**src/rtl/vga_pkg.sv**
```systemverilog
// Shared timing constants, pipeline sideband type and pixel colour expansion
// for the VGA scan-out path (default geometry: 640x480@60, 25 MHz pixel clock).
// No ports; imported by vga_timing and vga_controller.
package vga_pkg;

  // Default 640x480@60 geometry, horizontal in pixel clocks, vertical in lines
  localparam int DEF_H_VISIBLE = 640;
  localparam int DEF_H_FRONT   = 16;
  localparam int DEF_H_SYNC    = 96;
  localparam int DEF_H_BACK    = 48;
  localparam int DEF_V_VISIBLE = 480;
  localparam int DEF_V_FRONT   = 10;
  localparam int DEF_V_SYNC    = 2;
  localparam int DEF_V_BACK    = 33;

  localparam int DEF_H_TOTAL = DEF_H_VISIBLE + DEF_H_FRONT + DEF_H_SYNC + DEF_H_BACK;  // 800
  localparam int DEF_V_TOTAL = DEF_V_VISIBLE + DEF_V_FRONT + DEF_V_SYNC + DEF_V_BACK;  // 525

  localparam int DEF_PIXEL_DEPTH = 8;

  // Per-pixel sideband decoded at S0 and carried alongside the colour data.
  // Sync bits are positive-true here; pin polarity is applied at the output.
  typedef struct packed {
    logic active;
    logic hsync;
    logic vsync;
  } vga_ctl_t;

  typedef struct packed {
    logic [3:0] r;
    logic [3:0] g;
    logic [3:0] b;
  } rgb444_t;

  // RGB332 -> RGB444: replicate the MSBs into the missing low bits so that
  // full-scale inputs map to full-scale outputs (7 -> F, 3 -> F).
  function automatic rgb444_t rgb332_to_rgb444(input logic [7:0] p);
    rgb444_t c;
    c.r = {p[7:5], p[7]};
    c.g = {p[4:2], p[4]};
    c.b = {p[1:0], p[1:0]};
    return c;
  endfunction

endpackage

```
**src/rtl/vga_timing.sv**
```systemverilog
// Horizontal/vertical scan counters plus S0 decode of active, sync, frame start and vblank.
// Latency: decode is combinational from the counter registers (S0). Free-running, no backpressure.
// Ports: i_pxclk/i_rst clock and async active-high reset; o_h_cnt/o_v_cnt raw counters;
//        o_ctl active+sync sideband; o_frame_start one-cycle pulse at (0,0); o_vblank for v >= visible.
module vga_timing
  import vga_pkg::*;
#(
  parameter int H_VISIBLE = DEF_H_VISIBLE,
  parameter int H_FRONT   = DEF_H_FRONT,
  parameter int H_SYNC    = DEF_H_SYNC,
  parameter int H_BACK    = DEF_H_BACK,
  parameter int V_VISIBLE = DEF_V_VISIBLE,
  parameter int V_FRONT   = DEF_V_FRONT,
  parameter int V_SYNC    = DEF_V_SYNC,
  parameter int V_BACK    = DEF_V_BACK,
  localparam int H_TOTAL  = H_VISIBLE + H_FRONT + H_SYNC + H_BACK,
  localparam int V_TOTAL  = V_VISIBLE + V_FRONT + V_SYNC + V_BACK,
  localparam int H_W      = $clog2(H_TOTAL),
  localparam int V_W      = $clog2(V_TOTAL)
) (
  input  logic           i_pxclk,
  input  logic           i_rst,
  output logic [H_W-1:0] o_h_cnt,
  output logic [V_W-1:0] o_v_cnt,
  output vga_ctl_t       o_ctl,
  output logic           o_frame_start,
  output logic           o_vblank
);

  localparam logic [H_W-1:0] H_LAST     = H_W'(H_TOTAL - 1);
  localparam logic [H_W-1:0] H_ACT_END  = H_W'(H_VISIBLE);
  localparam logic [H_W-1:0] HS_START   = H_W'(H_VISIBLE + H_FRONT);
  localparam logic [H_W-1:0] HS_END     = H_W'(H_VISIBLE + H_FRONT + H_SYNC);
  localparam logic [V_W-1:0] V_LAST     = V_W'(V_TOTAL - 1);
  localparam logic [V_W-1:0] V_ACT_END  = V_W'(V_VISIBLE);
  localparam logic [V_W-1:0] VS_START   = V_W'(V_VISIBLE + V_FRONT);
  localparam logic [V_W-1:0] VS_END     = V_W'(V_VISIBLE + V_FRONT + V_SYNC);

  logic [H_W-1:0] r_h_cnt;
  logic [V_W-1:0] r_v_cnt;

  always_ff @(posedge i_pxclk or posedge i_rst) begin
    if (i_rst) begin
      r_h_cnt <= '0;
      r_v_cnt <= '0;
    end else if (r_h_cnt == H_LAST) begin
      r_h_cnt <= '0;
      r_v_cnt <= (r_v_cnt == V_LAST) ? '0 : r_v_cnt + 1'b1;
    end else begin
      r_h_cnt <= r_h_cnt + 1'b1;
    end
  end

  always_comb begin
    o_ctl        = '0;
    o_ctl.active = (r_h_cnt < H_ACT_END) && (r_v_cnt < V_ACT_END);
    o_ctl.hsync  = (r_h_cnt >= HS_START) && (r_h_cnt < HS_END);
    o_ctl.vsync  = (r_v_cnt >= VS_START) && (r_v_cnt < VS_END);
  end

  // Counters already sit at (0,0) while reset is held; mask the pulse so it
  // only appears once the scan is actually running.
  assign o_frame_start = ~i_rst && (r_h_cnt == '0) && (r_v_cnt == '0);
  assign o_vblank      = (r_v_cnt >= V_ACT_END);

  assign o_h_cnt = r_h_cnt;
  assign o_v_cnt = r_v_cnt;

endmodule

```
**src/rtl/vga_controller.sv**
```systemverilog
// VGA scan-out: walks the frame buffer pixel port and drives RGB444 + sync pins.
// Latency: pins lag the S0 counters by 2 cycles (1 RAM read + 1 output register). No backpressure.
// Ports: pxclk/rst pixel clock and async active-high reset; px_addr/px_data frame buffer read port
//        (data one cycle after address); vga_r/g/b/hs/vs board pins; frame_start/vblank S0 status.
module vga_controller
  import vga_pkg::*;
#(
  parameter int H_VISIBLE       = DEF_H_VISIBLE,
  parameter int H_FRONT         = DEF_H_FRONT,
  parameter int H_SYNC          = DEF_H_SYNC,
  parameter int H_BACK          = DEF_H_BACK,
  parameter int V_VISIBLE       = DEF_V_VISIBLE,
  parameter int V_FRONT         = DEF_V_FRONT,
  parameter int V_SYNC          = DEF_V_SYNC,
  parameter int V_BACK          = DEF_V_BACK,
  parameter int PIXEL_DEPTH     = DEF_PIXEL_DEPTH,
  parameter int SYNC_ACTIVE_LOW = 1,
  localparam int PIXEL_ADDR_WIDTH = $clog2(H_VISIBLE * V_VISIBLE)
) (
  input  logic                        pxclk,
  input  logic                        rst,
  output logic [PIXEL_ADDR_WIDTH-1:0] px_addr,
  input  logic [PIXEL_DEPTH-1:0]      px_data,
  output logic [3:0]                  vga_r,
  output logic [3:0]                  vga_g,
  output logic [3:0]                  vga_b,
  output logic                        vga_hs,
  output logic                        vga_vs,
  output logic                        frame_start,
  output logic                        vblank
);

  localparam int H_TOTAL = H_VISIBLE + H_FRONT + H_SYNC + H_BACK;
  localparam int V_TOTAL = V_VISIBLE + V_FRONT + V_SYNC + V_BACK;
  localparam int H_W     = $clog2(H_TOTAL);
  localparam int V_W     = $clog2(V_TOTAL);

  localparam logic [H_W-1:0] H_LAST      = H_W'(H_TOTAL - 1);
  localparam logic [H_W-1:0] H_LAST_PIX  = H_W'(H_VISIBLE - 1);
  localparam logic [V_W-1:0] V_LAST      = V_W'(V_TOTAL - 1);
  localparam logic [V_W-1:0] V_LAST_LINE = V_W'(V_VISIBLE - 1);

  localparam logic SYNC_IDLE = (SYNC_ACTIVE_LOW != 0);

  logic [H_W-1:0] w_h_cnt;
  logic [V_W-1:0] w_v_cnt;
  vga_ctl_t       w_ctl;
  logic           w_frame_end;
  logic           w_next_line_active;
  logic           w_addr_adv;
  rgb444_t        w_pix;

  logic [PIXEL_ADDR_WIDTH-1:0] r_px_addr;
  vga_ctl_t                    r_d1;
  rgb444_t                     r_rgb;
  logic                        r_hs;
  logic                        r_vs;

  vga_timing #(
    .H_VISIBLE (H_VISIBLE),
    .H_FRONT   (H_FRONT),
    .H_SYNC    (H_SYNC),
    .H_BACK    (H_BACK),
    .V_VISIBLE (V_VISIBLE),
    .V_FRONT   (V_FRONT),
    .V_SYNC    (V_SYNC),
    .V_BACK    (V_BACK)
  ) u_timing (
    .i_pxclk       (pxclk),
    .i_rst         (rst),
    .o_h_cnt       (w_h_cnt),
    .o_v_cnt       (w_v_cnt),
    .o_ctl         (w_ctl),
    .o_frame_start (frame_start),
    .o_vblank      (vblank)
  );

  // S0 address counter. It always holds the address of the current pixel, or
  // of the last pixel shown while blanking, so the step into the next line is
  // taken on the final cycle of the preceding line rather than at end of line.
  assign w_frame_end        = (w_h_cnt == H_LAST) && (w_v_cnt == V_LAST);
  assign w_next_line_active = (w_h_cnt == H_LAST) && (w_v_cnt < V_LAST_LINE);
  assign w_addr_adv         = (w_ctl.active && (w_h_cnt != H_LAST_PIX)) || w_next_line_active;

  always_ff @(posedge pxclk or posedge rst) begin
    if (rst) begin
      r_px_addr <= '0;
    end else if (w_frame_end) begin
      r_px_addr <= '0;
    end else if (w_addr_adv) begin
      r_px_addr <= r_px_addr + 1'b1;
    end
  end

  assign px_addr = r_px_addr;

  // S1: sideband waits here while the RAM turns px_addr into px_data.
  always_ff @(posedge pxclk or posedge rst) begin
    if (rst) begin
      r_d1 <= '0;
    end else begin
      r_d1 <= w_ctl;
    end
  end

  // S2: output registers. Colour is blanked from the delayed active bit so
  // whatever the RAM returns outside the visible window never reaches the pins.
  assign w_pix = rgb332_to_rgb444(px_data);

  always_ff @(posedge pxclk or posedge rst) begin
    if (rst) begin
      r_rgb <= '0;
      r_hs  <= SYNC_IDLE;
      r_vs  <= SYNC_IDLE;
    end else begin
      r_rgb <= r_d1.active ? w_pix : '0;
      r_hs  <= r_d1.hsync ? ~SYNC_IDLE : SYNC_IDLE;
      r_vs  <= r_d1.vsync ? ~SYNC_IDLE : SYNC_IDLE;
    end
  end

  assign vga_r  = r_rgb.r;
  assign vga_g  = r_rgb.g;
  assign vga_b  = r_rgb.b;
  assign vga_hs = r_hs;
  assign vga_vs = r_vs;

endmodule

```
**config.mk**
```make
export PLATFORM = sky130hd
export DESIGN_NAME = vga_controller
export DESIGN_NICKNAME = d
export VERILOG_FILES = /design/src/rtl/vga_pkg.sv /design/src/rtl/vga_timing.sv /design/src/rtl/vga_controller.sv
export SDC_FILE = /design/constraint.sdc
export NUM_CORES = 1
export LEC_CHECK = 0
export ABC_CLOCK_PERIOD_IN_PS = 2450
export CAP_MARGIN = 10
export CORE_MARGIN = 3
export CORE_UTILIZATION = 52
export DETAILED_ROUTE_END_ITERATION = 12
export PLACE_DENSITY = 0.88
export SLEW_MARGIN = 20
export SYNTH_ARGS = -nofsm -noshare
export SYNTH_HDL_FRONTEND = slang
export SYNTH_SLANG_ARGS = --single-unit
```
**constraint.sdc**
```tcl
create_clock -name pxclk -period 2.45 [get_ports pxclk]
set_input_delay 0.245 -clock pxclk [delete_from_list [all_inputs] [get_ports pxclk]]
set_output_delay 0.245 -clock pxclk [all_outputs]
set_load 0.02 [all_outputs]
```
# == Word-level counts from Yosys, hierarchy flattened ==
# Index checks and enable logic that the tools add are counted.
# totals
regBits,56
output_inout_bits,35
elab_cells,45
# classes
n_addsub,3
order_cmp,8
eq_ne,3
n_mux,7
n_bitwise,1
n_reduce_logical,12
# ops
cell,count
$mux 19,2
$lt 10x9->1 const B,3
$add 10x1->10 const B,2
$eq 10x10->1 const B,2
$ge 10x9->1 const B,2
$logic_not 10->1,2
$lt 10x10->1 const B,2
$mux 10,2
$add 19x1->19 const B,1
$mux 12,1
$ge 10x10->1 const B,1
$ne 10x10->1 const B,1
$logic_and 1x1->1,8
$mux 1,2
$reduce_bool 2->1,1
$logic_or 1x1->1,1
$not 1->1,1

# == Depth between registers and ports, before layout ==
# Gate-level depths: netlist of the first run.
# logic_depth
word_depth,6
mapped_depth,8
mapped_depth_nobuf,7

# == Cells and area by module ==
# From an unflattened synthesis of the first run, not the netlist that was laid out.
# unflattened
cells_unflattened,268
area_unflattened_um2,2713.9
# modules_own_cells
mod,n_inst,cells_per_inst,area_per_inst_um2,seq_area_each_um2
vga_controller,1,153,1591.5,803.3
vga_timing,1,115,1122.3,500.5

# == Worst setup path before layout of the first run ==
# OpenSTA, ideal clock, no wires.
# synth_path
path_type,reg2out
from,"register u_timing.r_v_cnt[3], in the netlist u_timing.o_v_cnt[3]"
to,output frame_start
arrival_time_ps,1823
t_required_ps,2205
path_slack_ps,382
stages_incl_launch_ff,6
n_path_buf,1
path_cell_list,dfrtp_1 > clkbuf_1 > or4_1 > nor4b_1 > nand4b_1 > nor3_1
# synth_between
elab_chain_cells,2
# synth_rtl
item,line,text
start: declaration,vga_timing.sv:40,logic [V_W-1:0] r_v_cnt;
start signal: assignment,vga_timing.sv:48,r_v_cnt <= (r_v_cnt == V_LAST) ? '0 : r_v_cnt + 1'b1;
$logic_not 10->1,vga_timing.sv:63,assign o_frame_start = ~i_rst && (r_h_cnt == '0) && (r_v_cnt == '0);
$logic_and 1x1->1,vga_timing.sv:63,
end: declaration,vga_controller.sv:29,"output logic frame_start,"
# No other way between the ends.

# == Worst setup path after layout of the first run ==
# layout_path
from,"register u_timing.r_h_cnt[4], in the netlist u_timing.o_h_cnt[4]"
to,output frame_start
# layout_between
elab_chain_cells,3
# layout_rtl
item,line,text
start: declaration,vga_timing.sv:39,logic [H_W-1:0] r_h_cnt;
start signal: assignment,vga_timing.sv:50,r_h_cnt <= r_h_cnt + 1'b1;
$logic_not 10->1,vga_timing.sv:63,
$logic_and 1x1->1 (2 in a row),vga_timing.sv:63,
# No other way between the ends.

==> flow_summary.json, run 1 <==
{
  "endpoint_kind": "primary output",
  "remaining_drc_errors": 0,
  "synth_seq_cells": 52,
  "clock_insertion_delay_worst_skew_ns": 0.30,
  "crit_start": "u_timing.o_h_cnt[4]",
  "drt_first_iter_violations": 139,
  "period_share": 0.930,
  "worst-r2r-setup-slack_ns": 0.30,
  "clk_path_buf_depth": 2,
  "critical_path.max_fanout": 2,
  "critPathArrivalTime_ns": 2.03,
  "rsz0062_at_grt": "false",
  "ant_nets": 0,
  "first_global_vias": 1941,
  "worst-path-buf-inv": 1,
  "share_seq_of_total_power": 0.558,
  "power_mw": 1.55,
  "reg2reg_depth": 7,
  "synth_simple_gate_area_share": 0.254,
  "max-cap-violations": 0,
  "finalSetupViolCount": 0,
  "design.final.nets": 312,
  "flow.area_growth_from_synthesis_pct": 24.6,
  "synth_area_per_cell_um2": 10.0,
  "synth_top_family_by_area": "simple AND/OR/NAND/NOR gates",
  "ys_warn_count": 0,
  "yosys.area.top_type": "sky130_fd_sc_hd__dfrtp_1",
  "grt_antenna_before_repair": 0,
  "crit_chain": "or4_1 -> nor4b_4 -> nand4b_1 -> nor3_1 -> buf_2",
  "fillerInstances": 337,
  "io-pin-count": 45,
  "path_class": "reg2out",
  "timing.setup.tns_ns": 0,
  "power.switching_uw": 318,
  "yosysSeqAreaShare": 0.509,
  "critical-path-max-stage-delay_ns": 0.57,
  "die_h_um": 76.2,
  "critPathLaunchType": "flop",
  "synth.area.top_cells": "sky130_fd_sc_hd__dfrtp_1 (49%), sky130_fd_sc_hd__or3_1 (3.7%), sky130_fd_sc_hd__o21ai_0 (3.5%)",
  "route.vias.total": 2051,
  "grt_usage": 0.196,
  "clock.fmax_mhz": 439,
  "initial_utilization": 0.561,
  "dieArea_mm2": 0.00580,
  "period_minus_slack_ns": 2.28,
  "critical_path.top_delay_family": "simple AND/OR/NAND/NOR gates",
  "synthAdderAreaFrac": 0.0244,
  "die_width_um": 76.2,
  "slew_viol_final": 0,
  "timing.hold.worst_path_depth": 1,
  "synth.area.mux_share": 0.0239,
  "vdd.ir_drop.worst_mv": 0.403,
  "combPwrFrac": 0.047,
  "placement.io_buffers": 44,
  "post-dp-hpwl_mm": 3.74,
  "floorplan.rows": 24,
  "synth_fp_nets": 271,
  "vias_per_cell": 5.65,
  "cts_tree": "yes",
  "post_drt_wl_per_cell_um": 14.6,
  "drive_above_1_share": 0.0973,
  "synth-compound-area-share": 0.0943,
  "multi_input_comb_area_mm2": 0.00114,
  "post-synth-top-count-cell": "sky130_fd_sc_hd__dfrtp_1",
  "place_inst": 355,
  "synth.cell_area_mm2": 0.00256,
  "layout.area.seq_mm2": 0.00130,
  "drtPass1Iterations": 4,
  "cp_data_required_time_ns": 2.20,
  "grt_overflow_total": 0,
  "hp-start": "r_d1[1]",
  "leakage_nw": 1.31,
  "tritoncts.num_buffers": 5,
  "clockRootBuffer": "sky130_fd_sc_hd__clkbuf_8",
  "hold_violations": 0,
  "internal_power_mw": 1.23,
  "finalNonFillerCells": 363,
  "cts_max_level": 2,
  "synthesis.instances": 256,
  "yosys_most_used_dff": "sky130_fd_sc_hd__dfrtp_1",
  "async_reset_ff_frac": 1.00,
  "crit-reg2reg-launch": "u_timing.o_h_cnt[0]",
  "cp_slowest_cell": "sky130_fd_sc_hd__or4_1",
  "yosys.area_share.xor_xnor": 0.0411,
  "hold_path_end": "vga_hs",
  "grt_first_pass_wirelength_mm": 9.34,
  "synth_top_area_share": 0.489,
  "grt_max_degree": 53,
  "min_path_type": "reg2reg",
  "postRouteWirelength_mm": 5.30,
  "yosysUniqueCellTypes": 43,
  "cts.clk_slew.worst_paths_ns": 0.09,
  "power-per-cell-area_mw_per_mm2": 487,
  "cts_sinks": 52,
  "antenna_diode_count": 0,
  "fp.coreArea_mm2": 0.00456,
  "slew_headroom": 0.674,
  "outcome": "finished clean",
  "final_util": 0.699,
  "max_slew.worst_pin.slew_ns": 0.485,
  "critical_path.reg2reg.endpoint": "px_addr[17]",
  "fin_worst_skew_ns": 0.0103,
  "swShare": 0.205,
  "place.gp.congestion": 0.842,
  "clkPwrFrac": 0.394,
  "edff_count_synth": 0,
  "netlist_top_cells_count": "sky130_fd_sc_hd__dfrtp_1 (50), sky130_fd_sc_hd__nand2_1 (18), sky130_fd_sc_hd__o21ai_0 (18)",
  "post_cts.repair.setup_buffers": 0
}
==> logic make-up after synthesis <==
kind of cell	Yosys count
buffers and inverters	26
xor gates and xnor gates	12
muxes	6
AOI/OAI and AO/OA	41
adders and majority gates	5
and+or+nand+nor	114
DFF	52
==> registers in the layout, summed over array words and instances, names as in the netlist <==
name              cells
vga_hs                1
u_timing.o_h_cnt     10
px_addr              19
vga_b                 2
vga_vs                1
vga_r                 3
vga_g                 3
r_d1                  3
u_timing.o_v_cnt     10
==> worst max path at each step <==
| stage | end | cells past startpoint | slack (ns) |
|---|---|---|---|
| 2_1_floorplan | frame_start | 5 | 0.38 |
| 3_3_place_gp | frame_start | 5 | 0.10 |
| 3_5_place_dp | frame_start | 5 | 0.01 |
| 4_1_cts | frame_start | 5 | 0.07 |
| 5_1_grt | frame_start | 5 | 0.06 |
| 6_report | frame_start | 5 | 0.17 |
==> per-layer routing <==
metal | part of all wire | global-route usage | up-vias
met5 | 0 | 0 | -
li1 | - | - | 993
met4 | 0.0096 | 0.0471 | 0
met1 | 0.44 | 0.258 | 989
met2 | 0.50 | 0.332 | 63
met3 | 0.051 | 0.0414 | 6
==> per-stage QoR <==
| stage | instance area, um2 | hold slack (ns) | setup slack, ns |
|---|---|---|---|
| final | 3190 | 0.363 | 0.171 |
| after detailed placement | 3060 | 0.349 | 0.0134 |
| after CTS | 3190 | 0.369 | 0.0748 |
| after global placement | 3060 | 0.340 | 0.103 |
| after global routing | 3190 | 0.383 | 0.0644 |
| after floorplan | 2560 | 0.337 | 0.382 |
==> worst reg2reg max path, cell delays in order (launching register included) <==
cell and delay [ns]:
sky130_fd_sc_hd__dfrtp_1 0.42, sky130_fd_sc_hd__ha_1 0.22, sky130_fd_sc_hd__nand3_1 0.17, sky130_fd_sc_hd__nor4_2 0.32, sky130_fd_sc_hd__a22oi_2 0.11, sky130_fd_sc_hd__buf_12 0.17, sky130_fd_sc_hd__or4_1 0.51, sky130_fd_sc_hd__a21oi_1 0.15
==> cells in the final DEF (no fill, tap or decap), types with 8 or more instances in the layout <==
cell                              Yosys  final
sky130_fd_sc_hd__dfrtp_1             50     50
sky130_fd_sc_hd__inv_1                9      8
sky130_fd_sc_hd__or3_1               15     15
sky130_fd_sc_hd__nand3_1             15     15
sky130_fd_sc_hd__clkdlybuf4s50_1      0     43
sky130_fd_sc_hd__nor2_1              13     13
sky130_fd_sc_hd__o21ai_0             18     18
sky130_fd_sc_hd__and2_1               9      9
sky130_fd_sc_hd__nand4_1             10     10
sky130_fd_sc_hd__nand2_1             18     18
sky130_fd_sc_hd__a21oi_1             14     14
==> timing repair <==
action                     CTS  global route
setup endpoints to repair    1             1
hold buffers                 0             0
gates resized for setup      5             2
==> power by group through the flow <==
stage               clock network (mW)  registers (mW)  logic [mW]
floorplan                            0           0.893      0.0263
global placement                     0           0.883      0.0731
detailed placement                   0           0.884      0.0748
CTS                              0.626           0.867      0.0751
global route                     0.667           0.868      0.0795
finish                           0.612           0.867      0.0737
==> layout make-up <==
type | instances | area share
clock buffers | 6 | 0.0259
clock inverters | 2 | 0.0122
inverters | 9 | 0.0106
multi-input cells | 178 | 0.356
flip-flops and latches | 52 | 0.409
well taps | 65 | 0.0255
repair buffers | 51 | 0.161
Power figures use the tool's default switching activity.
==> run 2, diff against run 1 <==
--- a/config.mk
+++ b/config.mk
@@ -7,7 +7,7 @@
 export LEC_CHECK = 0
 export ABC_CLOCK_PERIOD_IN_PS = 2450
 export CAP_MARGIN = 10
-export CORE_MARGIN = 3
+export CORE_MARGIN = 8
 export CORE_UTILIZATION = 52
 export DETAILED_ROUTE_END_ITERATION = 12
 export PLACE_DENSITY = 0.88
==> flow_summary.json, run 2 (synthesis gave the netlist of run 1 again) <==
{
  "power.switching_uw": 305,
  "finalSetupViolCount": 0,
  "design.final.nets": 314,
  "period_minus_slack_ns": 2.24,
  "crit_start": "u_timing.o_h_cnt[4]",
  "whs_ns": 0.335,
  "place_inst": 359,
  "remaining_drc_errors": 0,
  "rsz0062_at_grt": "false",
  "cp_data_required_time_ns": 2.20,
  "clkPwrFrac": 0.418,
  "fin_worst_skew_ns": 0.0124,
  "period_share": 0.915,
  "io-pin-count": 45,
  "placement.io_buffers": 44,
  "max_slew.worst_pin.slew_ns": 0.481,
  "place.gp.congestion": 0.845,
  "drtPass1Iterations": 4,
  "finalNonFillerCells": 367,
  "mostFrequentLayoutCell": "sky130_fd_sc_hd__dfrtp_1",
  "layout_setup_ws_ns": 0.207,
  "grt_antenna_before_repair": 0,
  "m1WireLength_mm": 2.31,
  "final_area_mm2": 0.00319,
  "fillerInstances": 359,
  "swShare": 0.189,
  "dpl_cell_area_mm2": 0.00306,
  "clockRootBuffer": "sky130_fd_sc_hd__clkbuf_8",
  "endpoint_kind": "primary output",
  "slew_headroom": 0.679,
  "fp.coreArea_mm2": 0.00472,
  "timing.setup.tns_ns": 0,
  "hold_violations": 0,
  "cts.clk_slew.worst_paths_ns": 0.09,
  "critPathArrivalTime_ns": 2.00,
  "grt_max_degree": 31,
  "critical-path-max-stage-delay_ns": 0.52,
  "tritoncts.num_buffers": 5,
  "power-per-cell-area_mw_per_mm2": 505,
  "grt_usage": 0.144,
  "worstSetupPathDepth": 5,
  "routed-wl-met2_mm": 2.51,
  "dieArea_mm2": 0.00742,
  "crit_chain": "or4_1 -> nor4b_1 -> nand4b_1 -> nor3_1 -> clkbuf_2",
  "grt_overflow_total": 0,
  "min_path_type": "in2async",
  "grt_first_pass_wirelength_mm": 8.83,
  "slew_viol_final": 0,
  "post_cts.repair.setup_buffers": 0,
  "drive_above_1_share": 0.0967,
  "vdd.ir_drop.worst_mv": 0.245,
  "critPathCapture": "frame_start",
  "floorplan.rows": 25,
  "critPathLaunchType": "flop",
  "worst-r2r-setup-slack_ns": 0.28,
  "cp_slowest_cell": "sky130_fd_sc_hd__or4_1",
  "die_h_um": 86.2,
  "crit-reg2reg-launch": "u_timing.o_h_cnt[0]",
  "internal_power_mw": 1.31,
  "antenna_diode_count": 0,
  "clk_path_buf_depth": 2,
  "max-cap-violations": 0,
  "critical_path.max_fanout": 2,
  "reg2reg_depth": 8,
  "share_seq_of_total_power": 0.537,
  "post-dp-hpwl_mm": 3.81,
  "met3_wirelength_um": 369,
  "leakage_nw": 1.32,
  "route.vias.total": 2034,
  "worst_slack_at_placement_ns": 0.0943,
  "critical_path.reg2reg.endpoint": "px_addr[1]",
  "power_mw": 1.61,
  "combPwrFrac": 0.045,
  "post_drt_wl_per_cell_um": 14.2,
  "initial_utilization": 0.542,
  "final_util": 0.675,
  "cts_tree": "yes",
  "clock_insertion_delay_worst_skew_ns": 0.30,
  "vias_per_cell": 5.54,
  "cts_sinks": 52,
  "postRouteWirelength_mm": 5.22,
  "cts_max_level": 2,
  "die_width_um": 86.2,
  "max_used_layer": "met4",
  "ant_nets": 0,
  "clock.fmax_mhz": 446,
  "most-common-layout-cells": "sky130_fd_sc_hd__dfrtp_1 (50), sky130_fd_sc_hd__clkdlybuf4s50_1 (43), sky130_fd_sc_hd__o21ai_0 (18), sky130_fd_sc_hd__nand2_1 (18)",
  "outcome": "finished clean",
  "critical_path.top_delay_family": "simple AND/OR/NAND/NOR gates",
  "largest_register_ffs": 19,
  "first_global_vias": 1940,
  "path_class": "reg2out",
  "flow.area_growth_from_synthesis_pct": 24.6,
  "drt_first_iter_violations": 101,
  "worst-path-buf-inv": 1
}
run 2: area by class of cell:
type | instances | area (um2) | share of cell area
well taps | 67 | 83.8 | 0.0263
multi-input cells | 178 | 1120 | 0.351
clock buffers | 6 | 72.6 | 0.0227
flip-flops and latches | 52 | 1300 | 0.409
clock inverters | 2 | 60.1 | 0.0188
inverters | 9 | 33.8 | 0.0106
repair buffers | 53 | 515 | 0.162
run 2: power by group through the flow:
stage	clock network [mW]	registers [mW]	logic, mW
2_1_floorplan	0	0.893	0.0263
3_3_place_gp	0	0.883	0.0737
3_5_place_dp	0	0.884	0.0750
4_1_cts	0.686	0.867	0.0752
5_1_grt	0.720	0.867	0.0799
6_report	0.674	0.866	0.0728
run 2: worst min-delay path by stage:
stage / from / to / slack (ns) / depth (start not counted)
final: rst / u_timing.o_h_cnt[1] / 0.34 / 2
after global routing: r_d1[0] / vga_vs / 0.38 / 1
after CTS: rst / u_timing.o_h_cnt[1] / 0.35 / 2
after detailed placement: r_d1[1] / vga_hs / 0.35 / 1
after global placement: r_d1[1] / vga_hs / 0.34 / 1
after floorplan: r_d1[1] / vga_hs / 0.34 / 1
run 2: what timing repair did:
action | CTS | global route
endpoints found under the hold margin | 0 | 0
hold buffers | 0 | 0
resized for setup | 1 | 3
setup endpoints to repair | 1 | 1
run 2: per-layer routing:
layer,up-vias,GRT usage
met3,2,0.0296
li1,990,-
met4,0,0.0430
met1,980,0.183
met5,-,0
met2,62,0.238
